==> src/rtl/coord_tracker.sv <==
// Detector coordinate tracker: validates per-frame samples, smooths them with a shift-based EMA,
// derives motion deltas and lock/lost state, and queues results in a small FWFT output FIFO.
module coord_tracker #(
    parameter int unsigned X_MAX        = 1279,
    parameter int unsigned Y_MAX        = 719,
    parameter int unsigned SMOOTH_SHIFT = 2,
    parameter int unsigned LOST_FRAMES  = 8,
    parameter int unsigned FIFO_DEPTH   = 4
) (
    input  logic        clk,
    input  logic        reset,
    input  logic        enable,
    input  logic [31:0] COORDINATE,
    input  logic        READY,
    output logic [31:0] OUT_COORD,
    output logic [31:0] OUT_DELTA,
    output logic [1:0]  OUT_FLAGS,
    output logic        OUT_VALID,
    input  logic        OUT_READY,
    output logic        TRACKING,
    output logic [15:0] DROP_COUNT
);

    localparam int unsigned AW = $clog2(FIFO_DEPTH);
    localparam int unsigned CW = AW + 1;
    localparam int unsigned MW = $clog2(LOST_FRAMES + 1);

    typedef enum logic [1:0] {IDLE, TRACK, LOST} state_t;

    typedef struct packed {
        logic [15:0] x;
        logic [15:0] y;
        logic [15:0] dx;
        logic [15:0] dy;
        logic [1:0]  flags;
    } entry_t;

    state_t        state, state_next;
    logic [15:0]   smooth_x, smooth_y, sx_next, sy_next;
    logic [15:0]   step_x, step_y;
    logic [MW-1:0] miss, miss_next;
    entry_t        ent, ent_next;
    logic          push, push_next;
    logic [15:0]   sample_x, sample_y;
    logic          sample_ok;

    // Arithmetic shift rounds toward -inf, which keeps smooth inside the sample range.
    function automatic logic [15:0] ema_step(input logic [15:0] s, input logic [15:0] m);
        logic signed [16:0] diff;
        diff = signed'({1'b0, s}) - signed'({1'b0, m});
        return 16'(diff >>> SMOOTH_SHIFT);
    endfunction

    assign sample_x  = COORDINATE[31:16];
    assign sample_y  = COORDINATE[15:0];
    assign sample_ok = (sample_x <= 16'(X_MAX)) && (sample_y <= 16'(Y_MAX));
    assign step_x    = ema_step(sample_x, smooth_x);
    assign step_y    = ema_step(sample_y, smooth_y);

    always_ff @(posedge clk or posedge reset) begin
        if (reset) begin
            state    <= IDLE;
            smooth_x <= '0;
            smooth_y <= '0;
            miss     <= '0;
            ent      <= '0;
            push     <= 1'b0;
        end else begin
            state    <= state_next;
            smooth_x <= sx_next;
            smooth_y <= sy_next;
            miss     <= miss_next;
            ent      <= ent_next;
            push     <= push_next;
        end
    end

    always_comb begin
        state_next = state;
        sx_next    = smooth_x;
        sy_next    = smooth_y;
        miss_next  = miss;
        ent_next   = ent;
        push_next  = 1'b0;
        if (!enable) begin
            state_next = IDLE;
            miss_next  = '0;
        end else if (READY) begin
            case (state)
                IDLE, LOST: begin
                    if (sample_ok) begin
                        sx_next    = sample_x;
                        sy_next    = sample_y;
                        miss_next  = '0;
                        ent_next   = '{x: sample_x, y: sample_y, dx: 16'h0, dy: 16'h0, flags: 2'b01};
                        push_next  = 1'b1;
                        state_next = TRACK;
                    end
                end
                TRACK: begin
                    if (sample_ok) begin
                        sx_next   = smooth_x + step_x;
                        sy_next   = smooth_y + step_y;
                        miss_next = '0;
                        ent_next  = '{x: sx_next, y: sy_next, dx: step_x, dy: step_y, flags: 2'b00};
                        push_next = 1'b1;
                    end else if (miss == MW'(LOST_FRAMES - 1)) begin
                        miss_next  = '0;
                        ent_next   = '{x: smooth_x, y: smooth_y, dx: 16'h0, dy: 16'h0, flags: 2'b10};
                        push_next  = 1'b1;
                        state_next = LOST;
                    end else begin
                        miss_next = miss + MW'(1);
                    end
                end
                default: state_next = IDLE;
            endcase
        end
    end

    // Output FIFO: first-word fall-through, drop-on-full unless a pop frees the slot.
    entry_t        mem [FIFO_DEPTH];
    logic [AW-1:0] rd_ptr, wr_ptr;
    logic [CW-1:0] count;
    logic          full, pop, wr_en;
    entry_t        head;

    assign full  = (count == CW'(FIFO_DEPTH));
    assign pop   = OUT_VALID && OUT_READY;
    assign wr_en = push && (!full || pop);

    always_ff @(posedge clk or posedge reset) begin
        if (reset) begin
            rd_ptr     <= '0;
            wr_ptr     <= '0;
            count      <= '0;
            DROP_COUNT <= '0;
        end else if (!enable) begin
            rd_ptr <= '0;
            wr_ptr <= '0;
            count  <= '0;
        end else begin
            if (wr_en) wr_ptr <= wr_ptr + AW'(1);
            if (pop)   rd_ptr <= rd_ptr + AW'(1);
            if (wr_en && !pop)      count <= count + CW'(1);
            else if (!wr_en && pop) count <= count - CW'(1);
            if (push && full && !pop && (DROP_COUNT != 16'hFFFF))
                DROP_COUNT <= DROP_COUNT + 16'd1;
        end
    end

    always_ff @(posedge clk) begin
        if (enable && wr_en) mem[wr_ptr] <= ent;
    end

    assign head      = mem[rd_ptr];
    assign OUT_VALID = (count != '0);
    assign OUT_COORD = OUT_VALID ? {head.x, head.y} : 32'h0;
    assign OUT_DELTA = OUT_VALID ? {head.dx, head.dy} : 32'h0;
    assign OUT_FLAGS = OUT_VALID ? head.flags : 2'b00;
    assign TRACKING  = (state == TRACK);

endmodule
==> config.mk <==
export PLATFORM = sky130hd
export DESIGN_NAME = coord_tracker
export DESIGN_NICKNAME = d
export VERILOG_FILES = /design/src/rtl/coord_tracker.sv
export SDC_FILE = /design/constraint.sdc
export NUM_CORES = 1
export LEC_CHECK = 0
export CORE_MARGIN = 2
export CORE_UTILIZATION = 25
export CTS_CLUSTER_SIZE = 40
export DETAILED_ROUTE_END_ITERATION = 12
export GPL_TIMING_DRIVEN = 0
export PLACE_DENSITY = 0.49
export SKIP_CTS_REPAIR_TIMING = 1
export SYNTH_ARGS = -nofsm -noshare
export SYNTH_HDL_FRONTEND = slang
export SYNTH_SLANG_ARGS = --single-unit
==> constraint.sdc <==
create_clock -name clk -period 5.2 [get_ports clk]
set_input_delay 1.04 -clock clk [delete_from_list [all_inputs] [get_ports clk]]
set_output_delay 1.04 -clock clk [all_outputs]
set_load 0.005 [all_outputs]
==> results.md <==
- Avg Inst Size Synth: between 10 and 15 sq um
- H-Tree Depth: 2
- DP Area: 20,400 sq um
- Seq cells post-synth: 382
- Share of layout cells above drive strength 1: 12.3%
- Synth Cell Area: 17,900 sq um
- Final Cycle Share: between 90 and 100%
- CTS tree: done
- Final Hold Viols: 0
- Clock buffer depth: 3
- Post-DP HPWL: 35,800 um
- Post-synthesis cell count: 1,302
- GRT Util Overall: a little over an eighth
- Area share of the largest cell type after synthesis: 42.9%
- ANT nets after route: 0
- Routed length per instance: 20.4 um
- EDFF count, synth: 256
- Synth Flop Type: edfxtp_1
- Top-count cell post-synth: edfxtp_1
- Clock skew: 0.0221 ns
- Static Leak: 0.00858 uW
- Via count: 11,400
- Crit path buffers/inverters: 1
- Crit-path cells: clkdlybuf4s50_1 > ha_1 > a21o_1 > a31o_1 > a211o_1 > a31oi_2 > o221ai_1 > xor2_1 > ha_1 > nand2_1 > o21ai_0 > a21oi_1 > a21boi_1 > a221oi_1 > xnor2_1 > xnor2_1 > o22ai_1
- I/O Buffers: 119
- Ys async rst share: 33.0%
- Final Slew Violations: 0
- Routed WL: 50,100 um
- # setup viols final: 0
- Die Ht: 272 um
- Maximum clock rate: 206 MHz
- Global-route wire length before repair: 75,400 um
- Routed wl met3: 2470 um
- Die width: 272 um
- Clock sink count: 382
- Clock-pin slew on the worst setup and hold paths: 0.06 ns
- Slew HR: ~16%
- Vias in the first global route: between 10,000 and 15,000
- Required @ worst endpoint: 5.66 ns
- CP max stage delay: between 0.5 and 0.6 ns
- Synthesized Nets: 1,410
- Arr. time, crit path: 5.31 ns
- Total power: 6810 uW
- CP top delay family: compound AO/OA/AOI/OAI gates
- Syn. warnings: 0
- Worst-path cell with the longest stage delay: clkdlybuf4s50_1
- Synth unique cells: 75
- Slew @ Worst Pin: 1.26 ns
- Post-synthesis sequential area ratio: 60.5%
- Status: finished, final reports clean
- Boundary pin count: approximately 120
- Crit end category: register
- Period minus WS final: 4.86 ns
- CTS Root Cell: clkbuf_16
- Peak VDD IR: 205 uV
- P per Cell Area: a little over 300 nW/um^2
- Die ar.: 73,900 sq um
- Post-Route Setup TNS: 0 ns
- CTS Buf Count: 44
- DRT Pass-1 Iters: 5
- Rows: slightly below 100
- Grt ovf: 0
- Core ar.: 71,200 sq um
- Highest routed layer: met4
- Initial Util: 25.2%
- Worst min path class: reg -> reg
- Metal1 wirelength: 23,100 um
- ANT cells: 0
- Drt first-iter violations: 947
- Kind of critical path: in -> reg
- Ranking of synthesized cells by area: edfxtp_1 43%, dfrtp_1 18%, mux4_2 8.0%
- Net count, final: approximately 1,600
- Initial antenna violation count: 1
- Clk_lat worst skew: 0.59 ns
- Critical Path Source Type: input pin
- Max-Cap Viols: 0
- GPL Wtd Cong: 0.895
- DR WL met2: 23,400 um
- Fin area: 22,000 sq um
- Top post-synthesis cells by count: 256 x edfxtp_1, 126 x dfrtp_1, 77 x nand2_1
- P&R area growth vs syn: 22.5%
- RSZ-0062 raised after global routing: no
- Largest net degree at the start of global routing: 84
- CP max FO: 4
- Vias per std cell: 4.62
- DRC: 0
- Top cell type by total area after synthesis: edfxtp_1
## kinds of logic (layout without fill, tap and decap cells)
family                     count (synthesis)  after routing  synth area share (%)
DFF                                      382            382                  60.5
and+or+nand+nor                          303            303                  8.63
AOI/OAI and AO/OA                        279            279                  10.5
buffers and inverters                    107            313                  2.36
muxes                                     89             89                  9.51
adders and majority gates                 71             71                  5.08
xor gates and xnor gates                  71             71                  3.47
## cell type report
class,count,area (sq um)
sequential,382,10800
multi-input combinational,813,6690
inverter,48,185
clock inverter,27,358
buffer,59,243
clock buffer,55,1150
timing repair buffer,124,1300
fill,7098,49300
tap,950,1190
## layer usage
| metal | global-route usage, % | vias to the layer above |
|---|---|---|
| li1 | - | 5247 |
| met1 | 18.6 | 5755 |
| met2 | 22.0 | 283 |
| met3 | 2.26 | 68 |
| met4 | 3.88 | 0 |
| met5 | 0 | - |
## flip-flops by register name, summed over array words and instances (netlist names)
name,cells
mem,256
ent,64
DROP_COUNT,16
smooth_x,16
smooth_y,16
miss,4
count,3
rd_ptr,2
state,2
wr_ptr,2
push,1
## worst register-to-register path, stage by stage (launching register included)
cell and delay, ns:
dfrtp_1 0.46, inv_1 0.07, ha_1 0.32, a2111oi_4 0.40, nor2_1 0.13, a21oi_1 0.25, o21bai_1 0.12, a21oi_1 0.20
xnor2_1 0.22, ha_1 0.32, o21a_1 0.21, o21ai_1 0.29, a221oi_2 0.13, a21oi_1 0.31, o21ai_1 0.15, xnor2_1 0.33
o2111ai_1 0.15, o311ai_1 0.14
## path summary, 6_finish.rpt
kind                       depth (start not counted)                         to                      start  slack (ns)
setup / recovery                                  17        ent[65]$_DFFE_PP0P_             COORDINATE[18]        0.34
hold / removal                                     1  DROP_COUNT[9]$_DFFE_PP0P_  DROP_COUNT[9]$_DFFE_PP0P_        0.50
setup reg to reg                                  17        ent[49]$_DFFE_PP0P_    smooth_y[1]$_DFFE_PP0P_        0.89
hold reg to reg                                    1  DROP_COUNT[9]$_DFFE_PP0P_  DROP_COUNT[9]$_DFFE_PP0P_        0.50
max in group asynchronous                          3    smooth_y[1]$_DFFE_PP0P_                      reset        3.54
min in group asynchronous                          2  DROP_COUNT[4]$_DFFE_PP0P_                      reset        0.86
## through the flow
stage                     utilization, %  worst slack, ns  hold WS, ns  cells
after floorplan                        -            0.804        0.449   1302
after global placement              28.5            -1.50        0.463   2371
after detailed placement            28.7           -0.276        0.485   2376
after CTS                           30.8            0.219        0.493   2458
after global routing                30.8           0.0368        0.522   2458
final                               30.8            0.343        0.496   2458
## placed cells by master (no fill, tap or decap), types with 11 or more instances in the layout
cell type          n
clkbuf_1          48
buf_2             11
nand2b_1          12
dfrtp_1          126
nor3_1            12
xor2_1            19
nand2_1           77
mux4_2            64
o21ai_1           13
a21oi_1           74
nand3_1           17
clkbuf_16         44
inv_1             44
and2_1            71
a211oi_1          12
a22o_1            29
mux2i_1           15
clkdlybuf4s50_1  119
o21ai_0           56
a31oi_1           12
a21o_1            17
ha_1              68
edfxtp_1         256
xnor2_1           52
nor2_1            62
## power by group
part	total, uW	leakage (uW)	internal [uW]	switching (uW)
registers	3220	0.00465	3220	2.00
logic	361	0.00321	140	221
clock network	3230	0.000726	1940	1290
No activity file was read; power rests on OpenSTA's default activity.
